`src/rtl/sar_preamp_ctrl_pkg.sv`:
```
// sar_preamp_ctrl_pkg: shared types for the SAR preamp sequencer.
// Holds the FSM state enum, phase-timer width and channel-width helper.
package sar_preamp_ctrl_pkg;

    typedef enum logic [2:0] {
        IDLE,
        WAKE,
        SAMPLE,
        EQ,
        AMP,
        LATCH,
        DECIDE,
        DONE
    } state_t;

    localparam int CNT_W = 4;

    function automatic int chw(input int nch);
        return (nch > 1) ? $clog2(nch) : 1;
    endfunction

endpackage

```
`src/rtl/sar_phase_timer.sv`:
```
// sar_phase_timer: loadable down-counter timing one sequencer phase.
// Ports: clk, rstn (sync, active-low), load, len (phase length), expire.
module sar_phase_timer
    import sar_preamp_ctrl_pkg::*;
(
    input  logic             clk,
    input  logic             rstn,
    input  logic             load,
    input  logic [CNT_W-1:0] len,
    output logic             expire
);

    logic [CNT_W-1:0] r_cnt;

    // Loading len-1 makes a phase last exactly len cycles.
    always_ff @(posedge clk) begin
        if (!rstn) begin
            r_cnt <= '0;
        end else if (load) begin
            r_cnt <= len - 1'b1;
        end else if (r_cnt != '0) begin
            r_cnt <= r_cnt - 1'b1;
        end
    end

    assign expire = (r_cnt == '0);

endmodule

```
`src/rtl/sar_preamp_ctrl.sv`:
```
// sar_preamp_ctrl: N-bit SAR sequencer for a preamp + latch comparator.
// Ports: clk, rstn, start, cmp in; pwdn, eq, latch, track, dac_code,
// dout, valid, busy, ch_sel out. All outputs are registered.
module sar_preamp_ctrl
    import sar_preamp_ctrl_pkg::*;
#(
    parameter int NBIT      = 8,
    parameter int NCH       = 1,
    parameter int WAKE_CYC  = 2,
    parameter int SAMP_CYC  = 4,
    parameter int EQ_CYC    = 1,
    parameter int AMP_CYC   = 2,
    parameter int PWDN_IDLE = 1
) (
    input  logic                 clk,
    input  logic                 rstn,
    input  logic                 start,
    input  logic                 cmp,
    output logic                 pwdn,
    output logic                 eq,
    output logic                 latch,
    output logic                 track,
    output logic [NBIT-1:0]      dac_code,
    output logic [NBIT-1:0]      dout,
    output logic                 valid,
    output logic                 busy,
    output logic [chw(NCH)-1:0]  ch_sel
);

    localparam int CHW = chw(NCH);
    localparam int KW  = $clog2(NBIT);

    if (NBIT < 2 || NBIT > 16) begin : g_bad_nbit
        $error("NBIT out of range 2..16");
    end
    if (NCH < 1 || NCH > 8) begin : g_bad_nch
        $error("NCH out of range 1..8");
    end
    if (WAKE_CYC < 1 || WAKE_CYC > 15 || SAMP_CYC < 1 || SAMP_CYC > 15 ||
        EQ_CYC < 1 || EQ_CYC > 15 || AMP_CYC < 1 || AMP_CYC > 15) begin : g_bad_cyc
        $error("phase length out of range 1..15");
    end
    if (PWDN_IDLE != 0 && PWDN_IDLE != 1) begin : g_bad_pwdn
        $error("PWDN_IDLE must be 0 or 1");
    end

    state_t            r_state, w_state_nxt;
    logic [NBIT-1:0]   r_code, w_code_nxt;
    logic [NBIT-1:0]   r_dout, w_dout_nxt;
    logic [KW-1:0]     r_k, w_k_nxt;
    logic [CHW-1:0]    r_ch, w_ch_nxt;
    logic              r_pwdn, r_eq, r_latch, r_track, r_valid, r_busy;
    logic              w_pwdn, w_eq, w_latch, w_track, w_valid, w_busy;
    logic [CNT_W-1:0]  w_len;
    logic              w_load, w_expire;

    sar_phase_timer u_timer (
        .clk    (clk),
        .rstn   (rstn),
        .load   (w_load),
        .len    (w_len),
        .expire (w_expire)
    );

    // Timer restarts whenever a new phase is entered.
    assign w_load = (w_state_nxt != r_state);

    always_comb begin
        w_len = CNT_W'(1);
        case (w_state_nxt)
            WAKE:    w_len = CNT_W'(WAKE_CYC);
            SAMPLE:  w_len = CNT_W'(SAMP_CYC);
            EQ:      w_len = CNT_W'(EQ_CYC);
            AMP:     w_len = CNT_W'(AMP_CYC);
            default: w_len = CNT_W'(1);
        endcase
    end

    always_ff @(posedge clk) begin
        if (!rstn) begin
            r_state <= IDLE;
        end else begin
            r_state <= w_state_nxt;
        end
    end

    always_comb begin
        w_state_nxt = r_state;
        w_code_nxt  = r_code;
        w_dout_nxt  = r_dout;
        w_k_nxt     = r_k;
        w_ch_nxt    = r_ch;
        unique case (r_state)
            IDLE: begin
                if (start) begin
                    w_state_nxt = (PWDN_IDLE != 0) ? WAKE : SAMPLE;
                end
            end
            WAKE:   if (w_expire) w_state_nxt = SAMPLE;
            SAMPLE: if (w_expire) w_state_nxt = EQ;
            EQ:     if (w_expire) w_state_nxt = AMP;
            AMP:    if (w_expire) w_state_nxt = LATCH;
            LATCH:  w_state_nxt = DECIDE;
            DECIDE: begin
                w_code_nxt[r_k] = cmp;
                if (r_k != '0) begin
                    w_code_nxt[r_k - 1'b1] = 1'b1;
                    w_k_nxt     = r_k - 1'b1;
                    w_state_nxt = EQ;
                end else begin
                    w_state_nxt = DONE;
                end
            end
            DONE: begin
                w_ch_nxt    = (r_ch == CHW'(NCH - 1)) ? '0 : r_ch + 1'b1;
                w_state_nxt = start ? SAMPLE : IDLE;
            end
        endcase
        // Each conversion starts its binary search from mid-scale.
        if (w_state_nxt == SAMPLE && r_state != SAMPLE) begin
            w_code_nxt = {1'b1, {(NBIT-1){1'b0}}};
            w_k_nxt    = KW'(NBIT - 1);
        end
        if (w_state_nxt == DONE) begin
            w_dout_nxt = w_code_nxt;
        end
        // Outputs follow the next state so they line up with it once registered.
        w_pwdn  = (w_state_nxt == IDLE) ? (PWDN_IDLE != 0) : 1'b0;
        w_eq    = !(w_state_nxt == AMP || w_state_nxt == LATCH);
        w_latch = (w_state_nxt == LATCH);
        w_track = (w_state_nxt == SAMPLE);
        w_valid = (w_state_nxt == DONE);
        w_busy  = (w_state_nxt != IDLE);
    end

    always_ff @(posedge clk) begin
        if (!rstn) begin
            r_code  <= '0;
            r_dout  <= '0;
            r_k     <= KW'(NBIT - 1);
            r_ch    <= '0;
            r_pwdn  <= 1'b1;
            r_eq    <= 1'b1;
            r_latch <= 1'b0;
            r_track <= 1'b0;
            r_valid <= 1'b0;
            r_busy  <= 1'b0;
        end else begin
            r_code  <= w_code_nxt;
            r_dout  <= w_dout_nxt;
            r_k     <= w_k_nxt;
            r_ch    <= w_ch_nxt;
            r_pwdn  <= w_pwdn;
            r_eq    <= w_eq;
            r_latch <= w_latch;
            r_track <= w_track;
            r_valid <= w_valid;
            r_busy  <= w_busy;
        end
    end

    assign pwdn     = r_pwdn;
    assign eq       = r_eq;
    assign latch    = r_latch;
    assign track    = r_track;
    assign dac_code = r_code;
    assign dout     = r_dout;
    assign valid    = r_valid;
    assign busy     = r_busy;
    assign ch_sel   = r_ch;

endmodule
```
`config.mk`:
```
export PLATFORM = sky130hd
export DESIGN_NAME = sar_preamp_ctrl
export DESIGN_NICKNAME = d
export VERILOG_FILES = /design/src/rtl/sar_preamp_ctrl_pkg.sv /design/src/rtl/sar_phase_timer.sv /design/src/rtl/sar_preamp_ctrl.sv
export SDC_FILE = /design/constraint.sdc
export NUM_CORES = 1
export LEC_CHECK = 0
export CORE_ASPECT_RATIO = 1.25
export CORE_UTILIZATION = 51
export DETAILED_ROUTE_END_ITERATION = 16
export GPL_ROUTABILITY_DRIVEN = 0
export PLACE_DENSITY = 0.85
export SYNTH_ARGS = -nofsm -noshare
export SYNTH_HDL_FRONTEND = slang
export SYNTH_HIERARCHICAL = 1
export SYNTH_SLANG_ARGS = --single-unit
```
`constraint.sdc`:
```
create_clock -name clk -period 2.85 [get_ports clk]
set_input_delay 0.57 -clock clk [delete_from_list [all_inputs] [get_ports clk]]
set_output_delay 0.57 -clock clk [all_outputs]
set_load 0.005 [all_outputs]
```
Word level (Yosys, flattened, before mapping)
Index checks and enable logic that the tools add are counted.

operators by class
  add/subtract/negate cells = 4
  $lt $le $gt $ge = 4
  eq/ne operators = 14
  multiplexer cells = 21
  bitwise logic cells = 2
  reductions and logical operators = 15

operators with widths
  cell                                                               number
  two-way mux 8 bit                                                  3
  one-hot mux 3 bit (8 select lines)                                 1
  equality test 3 bit, second input constant                         7
  two-way mux 3 bit                                                  6
  equality test 3 x 2 -> 1 bit, second input constant                3
  bitwise mux 8 bit                                                  1
  < comparator 3 x 4 -> 1 bit, second input constant                 2
  two-way mux 4 bit                                                  2
  OR 8 bit                                                           1
  demux 1 bit (select 3 bit)                                         2
  equality test 3 x 1 -> 1 bit, second input constant                2
  greater-or-equal comparator 3 x 1 -> 1 bit, second input constant  2
  logical NOT 3 bit                                                  2
  one-hot mux 3 bit (2 select lines)                                 1
  nonzero test 3 bit                                                 2
  logical NOT 4 bit                                                  1
  two-way mux 1 bit                                                  4
  nonzero test 4 bit                                                 1
  OR reduction 2 bit                                                 2
  subtractor 3 x 1 -> 4 bit, second input constant                   1
  subtractor 4 x 1 -> 4 bit, second input constant                   1
  logical AND 1 bit                                                  3
  inequality test 3 x 2 -> 1 bit, second input constant              1
  inequality test 3 bit                                              1
  other kinds (8)                                                    8

word-level totals
  bits in registers = 33
  bits of input ports = 4
  output and inout port bits = 23
  word-level logic and storage cells = 72

Longest topological paths before layout
Gate-level depths: netlist of the first run.

  depth in word-level cells = 9
  mapped depth = 10
  mapped depth without buffers = 10

By module
Netlist of the first run, hierarchy kept.

by module, submodules not included
  module           times used  cells each  area an instance (sq um)  seq. area each (sq um)
  sar_preamp_ctrl  1           174         1457.6                    560.5
  sar_phase_timer  1           22          217.7                     80.1

Worst setup path after synthesis of the first run
Ideal clock, no wire load.

  kind = register to register
  start point = register u_timer.r_cnt[1]
  end point = register u_timer.r_cnt[2]
  setup time = 116 ps
  data arrival time = 2154 ps
  data required time = 2734 ps
  setup slack = 581 ps
  stages on the path, launching flop included = 11
  path buffers = 0
  period minus slack after synthesis = 2269 ps
  cells stage by stage = dfxtp_1 -> or4_4 -> inv_1 -> nand2b_1 -> xor2_1 -> o21ai_0 -> o21ai_0 -> mux2i_1 -> ha_1 -> xor2_1 -> nor2_1

on the way
  word-level cells in the longest chain between the ends = 8
  elaborated cells between the ends (all ways) = 18
  classes of those cells = 2 x add/sub; 4 x eq/ne; 8 x mux; 4 x reduce/logical

RTL lines
  what                                                                        line                   RTL
  from (decl)                                                                 sar_phase_timer.sv:13  logic [CNT_W-1:0] r_cnt;
  from (signal assigned)                                                      sar_phase_timer.sv:20  r_cnt <= len - 1'b1;
  from (signal assigned)                                                      sar_phase_timer.sv:22  r_cnt <= r_cnt - 1'b1;
  logical NOT 4 bit *                                                         sar_phase_timer.sv:26  assign expire = (r_cnt == '0);
  via w_expire                                                                sar_preamp_ctrl.sv:55  logic w_load, w_expire;
  two-way mux 3 bit (on tied branches)                                        -
  one-hot mux 3 bit (8 select lines) *                                        sar_preamp_ctrl.sv:93  unique case (r_state)
  equality test 3 bit / equality test 3 x 1 -> 1 bit (equally long branches)  sar_preamp_ctrl.sv:70  case (w_state_nxt)
  OR reduction 2 bit (no line)                                                -
  one-hot mux 3 bit (2 select lines) *                                        sar_preamp_ctrl.sv:70
  via w_len[0]                                                                sar_preamp_ctrl.sv:54  logic [CNT_W-1:0] w_len;
  subtractor 3 x 1 -> 4 bit *                                                 sar_phase_timer.sv:20
  two-way mux 4 bit *                                                         sar_phase_timer.sv:19  end else if (load) begin

The timed path passes the listed nets; every way through them passes the cells marked *. The select of a mux whose other input is x is not followed.
A chain may end at the register's enable or synchronous reset.

Final worst setup path of the first run
Ends and elaborated chain as after synthesis.

==> flow_summary.yaml, run 1 <==
outcome:
  result_of_the_run: "finished clean"
synth:
  synthesis.instances: 196
  synth_area_leader_cell: "sky130_fd_sc_hd__dfxtp_1"
  synth_async_sr_flop_share_pct: 0
  synth-seq-cells: 32
  synthFlopType: "sky130_fd_sc_hd__dfxtp_1"
  yosysWarnings: 6
  synth-seq-area-share_pct: 38.2
  post_synth.cell_area_avg_um2: 8.55
  syn-cell-area_um2: 1680
  synth_top_cells_by_area: "sky130_fd_sc_hd__dfxtp_1, sky130_fd_sc_hd__mux2i_1, sky130_fd_sc_hd__a21oi_1"
  synth-edff-count: 0
  post_synth_num_cell_types: 51
  synth_top_cell_area_share_pct: 38.2
global_routing:
  grt_first_pass_wirelength_um: 5820
  gr-max-usage-layer: "met2"
  first_global_vias: 1284
  met2_layer_usage_reported_by_global_route_pct: 33.9
  grt_use_met1_pct: 29.6
  grt_start_max_net_pins: 21
  number_of_antenna_violations_at_the_first_check_in_global_routing: 0
  grt_use_total_pct: 23.1
  grt.overflow.total: 0
  met3_track_utilization_from_global_routing_pct: 5.06
clocking:
  cts_resized: 0
  clk_pin_slew_worst_paths_ns: 0.10
  cts.hold.buffers_added: 0
  clock_path_buffers: 2
  tritoncts: "done"
  cts_inserted_buffers: 5
  ctsHtreeMaxLevel: 2
  cts.root.buffer_cell: "sky130_fd_sc_hd__clkbuf_4"
  cts_sinks: 32
  post-cts-setup-buffer-count: 0
  clk_latency_ns: 0.34
sta:
  slew_violations: 0
  relSlewSlack_pct: 57.4
  grt_setup_unrepaired: "no"
  period_share_pct: 88.8
  clock.fmax_mhz: 395
  timing.setup.tns_ns: 0
  clock_skew_ns: 0.00856
  tightest_slew_ns: 0.638
  finalSetupViolations: 0
  min_period_ns: 2.53
  hold_violations: 0
  hold-worst-slack_ns: 0.476
route:
  detail_route.drc_violations: 0
  route.final.wire_length_um: 3390
  drt-pass1-iter-count: 4
  num_vias: 1445
  detail_route.wl_per_cell_um: 13.4
  drt-initial-drc-count: 39
  via_per_inst: 5.71
  count_of_nets_left_with_antenna_violations_after_detail_routing: 0
final_layout:
  most_frequent_standard_cell_in_the_layout_excluding_fill_and_tap_cells: "sky130_fd_sc_hd__dfxtp_1"
  syn2layout_area_growth_pct: 18.4
  num_antenna_cells: 0
  layout.core_utilization_pct: 65.5
  layout.nets: 223
  filler_cell_count: 267
  commonest_cells_after_routing_fill_and_taps_aside: "sky130_fd_sc_hd__dfxtp_1, sky130_fd_sc_hd__clkdlybuf4s50_1, sky130_fd_sc_hd__nand2_1, sky130_fd_sc_hd__a21oi_1, sky130_fd_sc_hd__o21ai_0"
  layout-drive-gt1-share_pct: 6.91
setup_path:
  max_stage_delay_ns: 0.55
  critical_path.slowest_cell: "sky130_fd_sc_hd__or4_4"
  reg2reg_depth: 10
  critical_path_peak_fanout: 9
  crit_arrival_ns: 2.77
  crit_path_cell_trace: "or4_4 > inv_1 > nand2b_1 > xor2_1 > o21ai_0 > o21ai_0 > mux2i_1 > ha_1 > xor2_1 > nor2_1"
  cp-start-kind: "flop"
  path_class: "flop to flop"
  worst_ep_required_time_ns: 3.09
  critical_path.startpoint: "u_timer/r_cnt[1]"
  worst_r2r_endpoint: "u_timer/r_cnt[2]"
  setup.worst_path.end: "u_timer/r_cnt[2]"
  setup.reg_to_reg.worst_slack_ns: 0.32
  endpoint_kind: "flop"
  crit-reg2reg-launch: "u_timer/r_cnt[1]"
floorplanning:
  placementRows: 22
  coreArea_um2: 3030
  dieHeight_um: 66.1
  die_outline_area_um2: 3520
  starting_density_pct: 55.3
  io-pin-count: 27
  chipWidth_um: 53.3
power_and_ir_drop:
  power_per_cell_area_nw_per_um2: 676
  pwr-share-comb_pct: 32.4
  total_leakage_power_nw: 0.801
  power.sequential.fraction_pct: 42.1
  power.share.switching_pct: 33.8
  total_switching_power_mw: 0.453
  clkPwrFrac_pct: 25.4
  ir_worst_vdd_uv: 766
  cellInternalPower_mw: 0.887
place:
  detailed_place_hpwl_um: 2350
  io_buffer_count: 25
worst_hold_path:
  min_from: "dout[1]"
  min-delay-path-class: "flop to flop"
job:
  cap_viol_max_count: 0
worst min-delay path by stage:
stage	to	slack [ns]	depth (start not counted)
final	dout[1]	0.48	2
after global routing	dout[1]	0.52	2
after CTS	dout[1]	0.48	2
after detailed placement	dout[1]	0.47	2
after global placement	dout[0]	0.46	2
after floorplan	dout[1]	0.46	2
worst max-delay path: cells and delay by family (launching register included):
family | cells | cell delay (ns)
xor+xnor | 2 | 0.31
flops | 1 | 0.34
fa+ha+maj | 1 | 0.22
simple gates | 3 | 0.81
compound gates | 2 | 0.39
buf+inv | 1 | 0.20
mux | 1 | 0.17
cell families (layout without fill, tap and decap cells):
group | after synthesis | count (layout) | synth area share (%)
compound gates | 57 | 57 | 22.2
other cells | 1 | 3 | 0.224
simple gates | 63 | 63 | 22.0
flops | 32 | 32 | 38.2
mux | 10 | 10 | 5.97
buf+inv | 27 | 46 | 7.62
fa+ha+maj | 3 | 3 | 2.24
xor+xnor | 3 | 3 | 1.57
stage by stage:
stage | setup WS (ns) | power, mW | cell area, um^2 | std cells
5_1_grt | 0.142 | 1.42 | 1980 | 253
4_1_cts | 0.328 | 1.35 | 1980 | 253
6_report | 0.319 | 1.34 | 1980 | 253
3_3_place_gp | 0.405 | 0.988 | 1910 | 245
2_1_floorplan | 0.581 | 0.898 | 1680 | 198
3_5_place_dp | 0.326 | 1.00 | 1910 | 245
metal layers:
layer  wire length [um]  share of wire (%)  vias to the layer above
met5                  0                  0                        -
met4                113                3.3                        0
met3                109                3.2                       12
met2               1610                 47                       30
met1               1560                 46                      661
li1                   -                  -                      742
state kept, by name, indices dropped and copies added, names as in the netlist:
register,cells
dac_code,8
latch,1
valid,1
track,1
pwdn,1
u_timer/r_cnt,4
busy,1
dout,8
eq,1
r_k,3
r_state,3
synthesized netlist by cell type, drive strengths merged, types with 2 or more instances:
master	n
and2	3
a21oi	14
o31ai	2
nand2	14
nor3	5
nand2b	4
nor3b	5
nand3	6
and3	3
a211oi	3
o22ai	3
o311ai	3
nor4	2
a31oi	2
buf	12
nor2b	2
a21boi	3
xor2	3
inv	11
nor2	9
ha	3
or3	2
o21ai	18
clkbuf	4
dfxtp	32
mux2i	10
nand4	2
cell type report:
type / count / area (um^2) / share of cell area, %
clock buffer: 6 / 41.3 / 2.08
clock inverter: 2 / 35.0 / 1.77
inverter: 11 / 41.3 / 2.08
multi-input combinational: 139 / 915 / 46.1
sequential: 32 / 641 / 32.3
tap: 36 / 45.0 / 2.27
timing repair buffer: 27 / 265 / 13.4
power groups by stage:
stage	Sequential [mW]	Clock (mW)	Combinational [mW]
floorplan	0.526	0	0.371
global placement	0.569	0	0.419
detailed placement	0.571	0	0.431
CTS	0.562	0.350	0.437
global route	0.573	0.372	0.479
finish	0.565	0.341	0.435
Power figures use the tool's default switching activity.
==> run 2: changes to the inputs <==
--- a/config.mk
+++ b/config.mk
@@ -6,10 +6,10 @@
 export NUM_CORES = 1
 export LEC_CHECK = 0
 export CORE_ASPECT_RATIO = 1.25
-export CORE_UTILIZATION = 51
+export CORE_UTILIZATION = 53
 export DETAILED_ROUTE_END_ITERATION = 16
 export GPL_ROUTABILITY_DRIVEN = 0
-export PLACE_DENSITY = 0.85
+export PLACE_DENSITY = 0.87
 export SYNTH_ARGS = -nofsm -noshare
 export SYNTH_HDL_FRONTEND = slang
 export SYNTH_HIERARCHICAL = 1
==> run 2 against run 1 <==
Effect of this change:
- non-clock buffer count up 2
- first-iteration DRC count down 10%
- cell area up 0.19%
- clock power down 16%
- clock skew up 0.00066 ns
- global-route usage down 0.48 points
- register-to-register slack worse by 0.06 ns
- count of clock-buffer cells in the layout up 1
- critical path type unchanged
- fmax down 2.2%
- largest cell class unchanged
- die area down 3.7%
==> flow_summary.yaml, run 2 (synthesized netlist as in run 1, its figures left out) <==
outcome:
  result_of_the_run: "finished clean"
route:
  detail_route.wl_per_cell_um: 13.3
  detail_route.drc_violations: 0
  drt-initial-drc-count: 35
  num_vias: 1457
  via_per_inst: 5.74
  route.final.wire_length_um: 3380
  drt-pass1-iter-count: 4
  count_of_nets_left_with_antenna_violations_after_detail_routing: 0
setup_path:
  cp-start-kind: "flop"
  crit_family: "simple AND/OR/NAND/NOR gates"
  crit_path_cell_trace: "or4_4 > inv_1 > nor3_1 > nand2_1 > a21boi_0 > mux2i_1 > ha_1 > xor2_1 > nor2_1"
  crit_buf_inv: 1
  endpoint_kind: "flop"
  critical_path.slowest_cell: "sky130_fd_sc_hd__or4_4"
  critical_path_peak_fanout: 9
  reg2reg_depth: 9
  max_stage_delay_ns: 0.55
  crit_arrival_ns: 2.83
  worst_ep_required_time_ns: 3.09
  critical_path_cell_count: 9
  path_class: "flop to flop"
floorplanning:
  coreArea_um2: 2970
  placementRows: 22
  die_outline_area_um2: 3390
  starting_density_pct: 56.4
  io-pin-count: 27
  chipWidth_um: 52.3
  dieHeight_um: 64.9
clocking:
  ctsHtreeMaxLevel: 2
  cts_sinks: 32
  clk_pin_slew_worst_paths_ns: 0.09
  tritoncts: "done"
  clock_path_buffers: 2
  post-cts-setup-buffer-count: 0
  clk_latency_ns: 0.34
  cts_inserted_buffers: 5
  cts.hold.buffers_added: 0
  cts.root.buffer_cell: "sky130_fd_sc_hd__clkbuf_4"
  cts_resized: 0
global_routing:
  grt.overflow.total: 0
  grt_start_max_net_pins: 20
  number_of_antenna_violations_at_the_first_check_in_global_routing: 0
  grt_use_total_pct: 22.6
  grt_first_pass_wirelength_um: 5670
  first_global_vias: 1277
sta:
  postLayoutSetupSlackWorst_ns: 0.262
  hold_violations: 0
  min_period_ns: 2.59
  tightest_slew_ns: 0.558
  period_share_pct: 90.8
  clock_skew_ns: 0.00922
  clock.fmax_mhz: 386
  slew_violations: 0
  relSlewSlack_pct: 62.7
  grt_setup_unrepaired: "no"
  finalSetupViolations: 0
  timing.setup.tns_ns: 0
final_layout:
  layout.core_utilization_pct: 66.8
  layout-drive-gt1-share_pct: 7.80
  num_antenna_cells: 0
  commonest_cells_after_routing_fill_and_taps_aside: "sky130_fd_sc_hd__dfxtp_1, sky130_fd_sc_hd__clkdlybuf4s50_1, sky130_fd_sc_hd__nand2_1, sky130_fd_sc_hd__a21oi_1, sky130_fd_sc_hd__o21ai_0"
  final_cell_count_without_fillers: 254
  syn2layout_area_growth_pct: 18.6
  most_frequent_standard_cell_in_the_layout_excluding_fill_and_tap_cells: "sky130_fd_sc_hd__dfxtp_1"
  filler_cell_count: 257
  layout.nets: 225
place:
  detailed_place_hpwl_um: 2420
  preCtsSetupSlack_ns: 0.347
  placed_cells: 247
  io_buffer_count: 25
worst_hold_path:
  min-delay-path-class: "flop to flop"
  holdPathStages: 2
power_and_ir_drop:
  total_leakage_power_nw: 0.806
  power_per_cell_area_nw_per_um2: 652
  ir_worst_vdd_uv: 787
job:
  cap_viol_max_count: 0
[run 2: area by class of cell]
| type | instances | area, um^2 | area share [%] |
|---|---|---|---|
| Timing Repair Buffer | 29 | 280 | 14.1 |
| Clock buffer | 7 | 65.1 | 3.27 |
| Multi-Input combinational cell | 139 | 915 | 46.0 |
| Sequential cell | 32 | 641 | 32.2 |
| Inverter | 11 | 41.3 | 2.08 |
| Tap cell | 36 | 45.0 | 2.27 |
[run 2: metal layers]
| metal | vias to the layer above | share of wire (%) | track usage, % |
|---|---|---|---|
| li1 | 740 | - | - |
| met1 | 677 | 46 | 27.6 |
| met2 | 34 | 48 | 36.2 |
| met3 | 6 | 4.6 | 7.04 |
| met4 | 0 | 1.5 | 8.88 |
| met5 | - | 0 | 0 |
[run 2: final timing paths]
kind	start	endpoint	slack [ns]
max	u_timer/r_cnt[1]	u_timer/r_cnt[2]	0.26
min reg2reg	dout[0]	dout[0]	0.47
max reg2reg	u_timer/r_cnt[1]	u_timer/r_cnt[2]	0.26
min	dout[0]	dout[0]	0.47
[run 2: metrics by stage]
step | hold slack, ns | cell area, um^2 | power [mW]
2_1_floorplan | 0.463 | 1680 | 0.898
3_3_place_gp | 0.457 | 1920 | 0.997
3_5_place_dp | 0.465 | 1920 | 1.01
4_1_cts | 0.477 | 1990 | 1.30
5_1_grt | 0.520 | 1990 | 1.38
6_report | 0.473 | 1990 | 1.30
[run 2: worst min-delay path: cells and delay by family, from the launching register on]
family,cells,cell delay [ns]
compound gates,1,0.06
flops,1,0.32
simple gates,1,0.05
[run 2: report_power, final]
group	internal [mW]	switching [mW]
registers	0.497	0.0563
clock network	0.140	0.148
logic	0.214	0.241
